### src/rtl/stripe_scroller.sv
// rtl/stripe_scroller.sv - animated stripe pattern generator between hvsync_generator and the TinyVGA PMOD
// Mode byte is latched once per frame on the vpos wrap so the picture never tears mid-frame.
module stripe_scroller #(
    parameter int PIX_W       = 10,
    parameter int OFFSET_W    = 10,
    parameter int STRIPE_LOG2 = 3,
    parameter int FRAME_W     = 8
) (
    input  logic               clk,
    input  logic               rst_n,
    input  logic               hsync_in,
    input  logic               vsync_in,
    input  logic               display_on,
    input  logic [PIX_W-1:0]   hpos,
    input  logic [PIX_W-1:0]   vpos,
    input  logic [7:0]         mode,
    output logic               hsync_out,
    output logic               vsync_out,
    output logic [1:0]         r,
    output logic [1:0]         g,
    output logic [1:0]         b,
    output logic [FRAME_W-1:0] frame_count
);

    logic [PIX_W-1:0]    prev_vpos_q;
    logic [OFFSET_W-1:0] offset_q, offset_d;
    logic [7:0]          mode_q, mode_d;
    logic [FRAME_W-1:0]  frame_q, frame_d;
    logic [5:0]          rgb_q, rgb_d;
    logic                hsync_q, vsync_q;

    logic                tick;
    logic [OFFSET_W-1:0] base, u;
    logic [7:0]          shift;
    logic [2:0]          ubits;
    logic                w2, w5;

    // Speed and pause bits are consumed live at the tick, so their latched copies go unused.
    logic unused_mode_bits;
    assign unused_mode_bits = ^mode_q[4:2];

    always_comb begin
        tick     = (vpos == '0) && (prev_vpos_q != '0);
        mode_d   = mode_q;
        frame_d  = frame_q;
        offset_d = offset_q;
        if (tick) begin
            mode_d  = mode;
            frame_d = frame_q + FRAME_W'(1);
            if (!mode[4]) begin
                offset_d = offset_q + (OFFSET_W'(1) << mode[3:2]);
            end
        end
    end

    // Colour uses the registered offset/mode, so the tick pixel still sees pre-update values.
    always_comb begin
        base  = mode_q[1] ? OFFSET_W'(vpos) : OFFSET_W'(hpos);
        w2    = mode_q[1] ? hpos[2] : vpos[2];
        w5    = mode_q[1] ? hpos[5] : vpos[5];
        u     = mode_q[0] ? (base - offset_q) : (base + offset_q);
        shift = 8'(STRIPE_LOG2) + {6'b0, mode_q[7:6]};
        ubits = 3'(u >> shift);
        rgb_d = '0;
        if (display_on) begin
            rgb_d = {ubits[0], w2, ubits[1], w2, ubits[2], w5} ^ {6{mode_q[5]}};
        end
    end

    always_ff @(posedge clk) begin
        if (!rst_n) begin
            prev_vpos_q <= '0;
            offset_q    <= '0;
            mode_q      <= '0;
            frame_q     <= '0;
            rgb_q       <= '0;
            hsync_q     <= 1'b1;
            vsync_q     <= 1'b1;
        end else begin
            prev_vpos_q <= vpos;
            offset_q    <= offset_d;
            mode_q      <= mode_d;
            frame_q     <= frame_d;
            rgb_q       <= rgb_d;
            hsync_q     <= hsync_in;
            vsync_q     <= vsync_in;
        end
    end

    assign hsync_out   = hsync_q;
    assign vsync_out   = vsync_q;
    assign r           = rgb_q[5:4];
    assign g           = rgb_q[3:2];
    assign b           = rgb_q[1:0];
    assign frame_count = frame_q;

endmodule

### config.mk
export PLATFORM = sky130hd
export DESIGN_NAME = stripe_scroller
export DESIGN_NICKNAME = d
export VERILOG_FILES = /design/src/rtl/stripe_scroller.sv
export SDC_FILE = /design/constraint.sdc
export NUM_CORES = 1
export LEC_CHECK = 0
export CORE_MARGIN = 2
export CORE_UTILIZATION = 40
export DETAILED_ROUTE_END_ITERATION = 10
export HOLD_SLACK_MARGIN = 0.08
export PLACE_DENSITY_LB_ADDON = 0.05
export SLEW_MARGIN = 10
export SYNTH_ARGS = -nofsm -noshare
export SYNTH_HDL_FRONTEND = slang
export SYNTH_SLANG_ARGS = --single-unit
export TNS_END_PERCENT = 10
### constraint.sdc
create_clock -name clk -period 7.96 [get_ports clk]
set_clock_uncertainty 0.1 [all_clocks]
set_input_delay 1.592 -clock clk [delete_from_list [all_inputs] [get_ports clk]]
set_output_delay 1.592 -clock clk [all_outputs]
set_load 0.01 [all_outputs]
# Word-level counts from Yosys, hierarchy flattened
# Index checks and enable logic that the tools add are counted.
op_classes:
  n_addsub: 5
  mul: 0
  n_div: 0
  magnitude_cmp: 0
  eq_ne: 0
  shifts: 2
  mux: 4
  bitwise: 2
  n_reduce_logical: 5
op_table:
  columns: ["operator", "n"]
  rows:
  - ["$add A10 B10 Y10", 2]
  - ["$mux W10", 2]
  - ["$logic_not A10 Y1", 1]
  - ["$reduce_bool A10 Y1", 1]
  - ["$shl A1 B2 Y10 const A", 1]
  - ["$shr A10 B3 Y3", 1]
  - ["$sub A10 B10 Y10", 1]
  - ["$add A8 B1 Y8 const B", 1]
  - ["$xor A6 B6 Y6", 1]
  - ["$reduce_and A2 Y1", 2]
  - ["$add A2 B2 Y3 const A", 1]
  - ["$mux W1", 2]
  - ["$logic_and A1 B1 Y1", 1]
  - ["$not A1 Y1", 1]
word_totals:
  ff_bits: 44
  latchBits: 0
  mem_bits_rw: 0
  rom_bits: 0
  in_bits: 33
  output_inout_bits: 16
  word_cells: 25
  mem_count: 0

# Logic depth before layout (Yosys ltp)
depth:
  depth_word: 5
  depth_mapped: 13
  depth_no_buf: 12

# Least setup slack after synthesis
# OpenSTA, ideal clock, no wires.
synth_path:
  path_kind: "input-to-reg"
  startpoint: "input port vpos[1]"
  endpoint: "register rgb_q[3]"
  setup_ns: 0.072
  arrival_ns: 3.595
  required_ns: 7.788
  slack_ns: 4.193
  cell_stages: 9
  n_path_buf: 0
  cell_sequence: "mux2_2 -> ha_1 -> or3b_1 -> o22a_1 -> a31oi_1 -> xnor2_1 -> mux2i_1 -> a211oi_1 -> mux2i_1"
synth_between:
  elab_chain_cells: 5
  elab_cells_between_ends: 6
  classes_between: "add/sub: 2; shift: 1; mux: 2; bitwise: 1"
synth_lines:
  columns: ["item", "line_no", "rtl"]
  rows:
  - ["start: declaration", "15", "input logic [PIX_W-1:0] vpos,"]
  - ["$mux W10 *", "58", "base = mode_q[1] ? OFFSET_W'(vpos) : OFFSET_W'(hpos);"]
  - ["$add A10 B10 Y10 / $sub A10 B10 Y10 (equally long branches)", "61", "u = mode_q[0] ? (base - offset_q) : (base + offset_q);"]
  - ["$mux W10 *", "61", null]
  - ["$shr A10 B3 Y3 *", "63", "ubits = 3'(u >> shift);"]
  - ["$xor A6 B6 Y6 *", "66", "rgb_d = {ubits[0], w2, ubits[1], w2, ubits[2], w5} ^ {6{mode_q[5]}};"]
  - ["end signal: assignment", "84", "rgb_q <= rgb_d;"]
  - ["end: declaration", "29", "logic [5:0] rgb_q, rgb_d;"]
# Mark *: on every way between the ends. The rest lies on a longest branch, timed or not.
# A chain may end at the register's enable or synchronous reset.

# Worst setup path after layout
layout_path:
  startpoint: "input port vpos[5]"
  endpoint: "register rgb_q[1]"
# The elaborated chain is that of the path after synthesis.

==> flow_summary.yaml <==
cells_and_area:
  final-seq-area_sq_um: 781
  final_core_util_pct: 52.3
  area_growth_pct: 26.2
  stdcell_count: 391
  antenna_cells: 0
  final_nets: 362
  multi_input_area_sq_mm: 0.00160
  drive_gt1_share_pct: 7.28
  fillCellCount: 564
route:
  num_vias: 2022
  detail_route.wl_per_cell_um: 14.5
  drcViolationCount: 0
  routed_wl_um: 5670
  post_drt_via_cell_ratio: 5.17
  postRouteAntennaNets: 0
  drt_iter0_drc: 69
  first_pass_iters: 4
setup_path:
  start_kind: "primary input"
  path_max_fanout: 13
  crit_type: "primary input to flip-flop"
  reg2reg_slack_ns: 4.70
  worstPathArrival_ns: 4.37
  worstSetupEndpointType: "flip-flop"
  required_ns: 8.07
floorplan:
  die_y_um: 82.4
  initial_core_util_pct: 41.5
  die_width_um: 82.4
  dieArea_sq_mm: 0.00678
  core_area_sq_mm: 0.00592
  rows: 28
  io_pins: 49
yosys:
  avgSynthCellArea_sq_um: 9.03
  synth.area.top_cells: "dfxtp_1 (32%), xnor2_1 (7.1%), ha_1 (6.6%)"
  yosysMostFrequentCell: "dfxtp_1"
  synth_area_leader_cell: "dfxtp_1"
  syn-num-nets: 319
  async_reset_ff_share_pct: 0
  synth_top_family_by_area: "simple AND/OR/NAND/NOR gates"
  yosysSeqAreaShare_pct: 31.8
  synth_compound_gate_area_share_pct: 16.3
  yosys-mux-area-fraction_pct: 9.93
  synth_top_area_share_pct: 31.8
  synth_edf_count: 0
  synthCells: 272
  yosys_register_bits: 39
  synth_xor_area_share_pct: 9.27
  synth_area_sq_mm: 0.00246
  ys_warn_count: 0
  synth_ff_type: "dfxtp_1"
  synth_simple_gate_area_share_pct: 22.1
  synth_fa_ha_area_share_pct: 7.44
  synth_common_cells: "dfxtp_1 (39), and2_1 (20), xnor2_1 (20)"
  ys_types: 51
cts:
  cts_resized: 0
  cts-htree-levels: 2
  cts_hold_buf: 0
  clk_transition_reported_paths_ns: 0.08
  cts_sinks: 39
  root_buffer: "clkbuf_8"
  cts_buffers: 5
  cts_buffer_depth: 2
  cts_tree: "built"
  post_cts_buffers: 0
  clk_latency_ns: 0.30
global_route:
  grt_pass1_wl_um: 9050
  grt_use_met2_pct: 24.4
  busiest_layer: "met1"
  grt_antenna_before_repair: 0
  use_met1_pct: 27.2
  grt_max_degree: 37
  met3_usage_pct: 4.02
  grt_pass1_vias: 1830
  grt_util_all_layers_pct: 17.7
  overflow: 0
power_and_ir_drop:
  vdd_ir_drop_max_mv: 0.0871
  power_mw: 0.442
  power_density_mw_per_mm2: 143
  p_leak_nw: 1.17
place:
  place_congestion: 0.842
  io_buffers: 47
  dp_hpwl_um: 4190
  placed_cells: 383
sta:
  worstMarginPinSlew_ns: 0.595
  setup_violations: 0
  fmax_mhz: 235
  timing.setup.tns_ns: 0
  period_needed_ns: 4.26
  slew_violations: 0
  rsz0062_at_grt: "no"
  finalHoldViolations: 0
  finalCritPeriodShare_pct: 53.5
  slew_headroom_pct: 60.0
job:
  cap_violations: 0
min_path:
  worstHoldPathType: "flip-flop to flip-flop"
run_status:
  status: "finished clean"
## layout by cell type (no fill, tap or decap), types with 3 or more instances in the layout
cell	n
ha_1	13
nand3_1	5
nor4_1	5
nor2_1	14
a21boi_0	4
or3_1	4
xor2_1	6
nand2_1	15
xnor2_1	20
nand2b_1	5
nor2b_1	14
nor3_1	4
o21ai_0	10
mux2_2	7
and2_1	20
nand4_1	3
clkdlybuf4s50_1	47
a21oi_1	13
mux2i_1	15
dfxtp_1	39
inv_1	7
a31oi_1	4
clkbuf_8	6
## path summary, 6_finish.rpt
kind | start | endpoint | cells past startpoint
worst max-delay path | vpos[5] | rgb_q[1] | 10
worst min-delay path | frame_count[7] | frame_count[7] | 2
worst max register to register | offset_q[2] | rgb_q[1] | 11
worst min register to register | frame_count[7] | frame_count[7] | 2
## power breakdown
group	switching [mW]	internal [mW]
combinational	0.0302	0.0370
clock	0.0725	0.101
sequential	0.00125	0.199
## registers in the layout, summed over array words and instances (netlist names)
signal,flops
rgb_q,5
prev_vpos_q,10
mode_q,5
frame_count,8
vsync_out,1
offset_q,9
hsync_out,1
## per-stage QoR
stage	cell area, sq um	setup slack (ns)	hold WS [ns]
2_1_floorplan	2460	4.19	0.399
3_3_place_gp	2980	3.41	0.384
3_5_place_dp	2980	3.43	0.406
4_1_cts	3100	3.72	0.417
5_1_grt	3100	3.45	0.451
6_report	3100	3.70	0.403
## metal layers
| layer | routed length, um | up-vias |
|---|---|---|
| li1 | - | 1051 |
| met1 | 3040 | 928 |
| met2 | 2260 | 41 |
| met3 | 344 | 2 |
| met4 | 27 | 0 |
| met5 | 0 | - |
## worst max-delay path: stages
cell	delay [ns]
clkdlybuf4s50_1	0.50
mux2_2	0.31
ha_1	0.45
a21oi_1	0.35
o21ai_0	0.19
o21bai_1	0.20
nand2_1	0.09
o32a_1	0.32
o21ai_0	0.13
mux2i_1	0.23
## layout make-up
cell class / count / area share [%]
Clock buffer: 6 / 2.66
Clock inverter: 2 / 1.13
Inverter: 7 / 0.848
Multi-Input combinational cell: 213 / 51.5
Sequential cell: 39 / 25.2
Tap cell: 75 / 3.03
Timing Repair Buffer: 49 / 15.7
## cells by family (layout without fill, tap and decap cells)
| kind of cell | after synthesis | after routing |
|---|---|---|
| AOI/OAI and AO/OA | 54 | 54 |
| xor gates and xnor gates | 26 | 26 |
| adders and majority gates | 14 | 14 |
| buffers and inverters | 20 | 64 |
| DFF | 39 | 39 |
| muxes | 23 | 23 |
| and+or+nand+nor | 96 | 96 |
No activity file was read; power rests on OpenSTA's default activity.
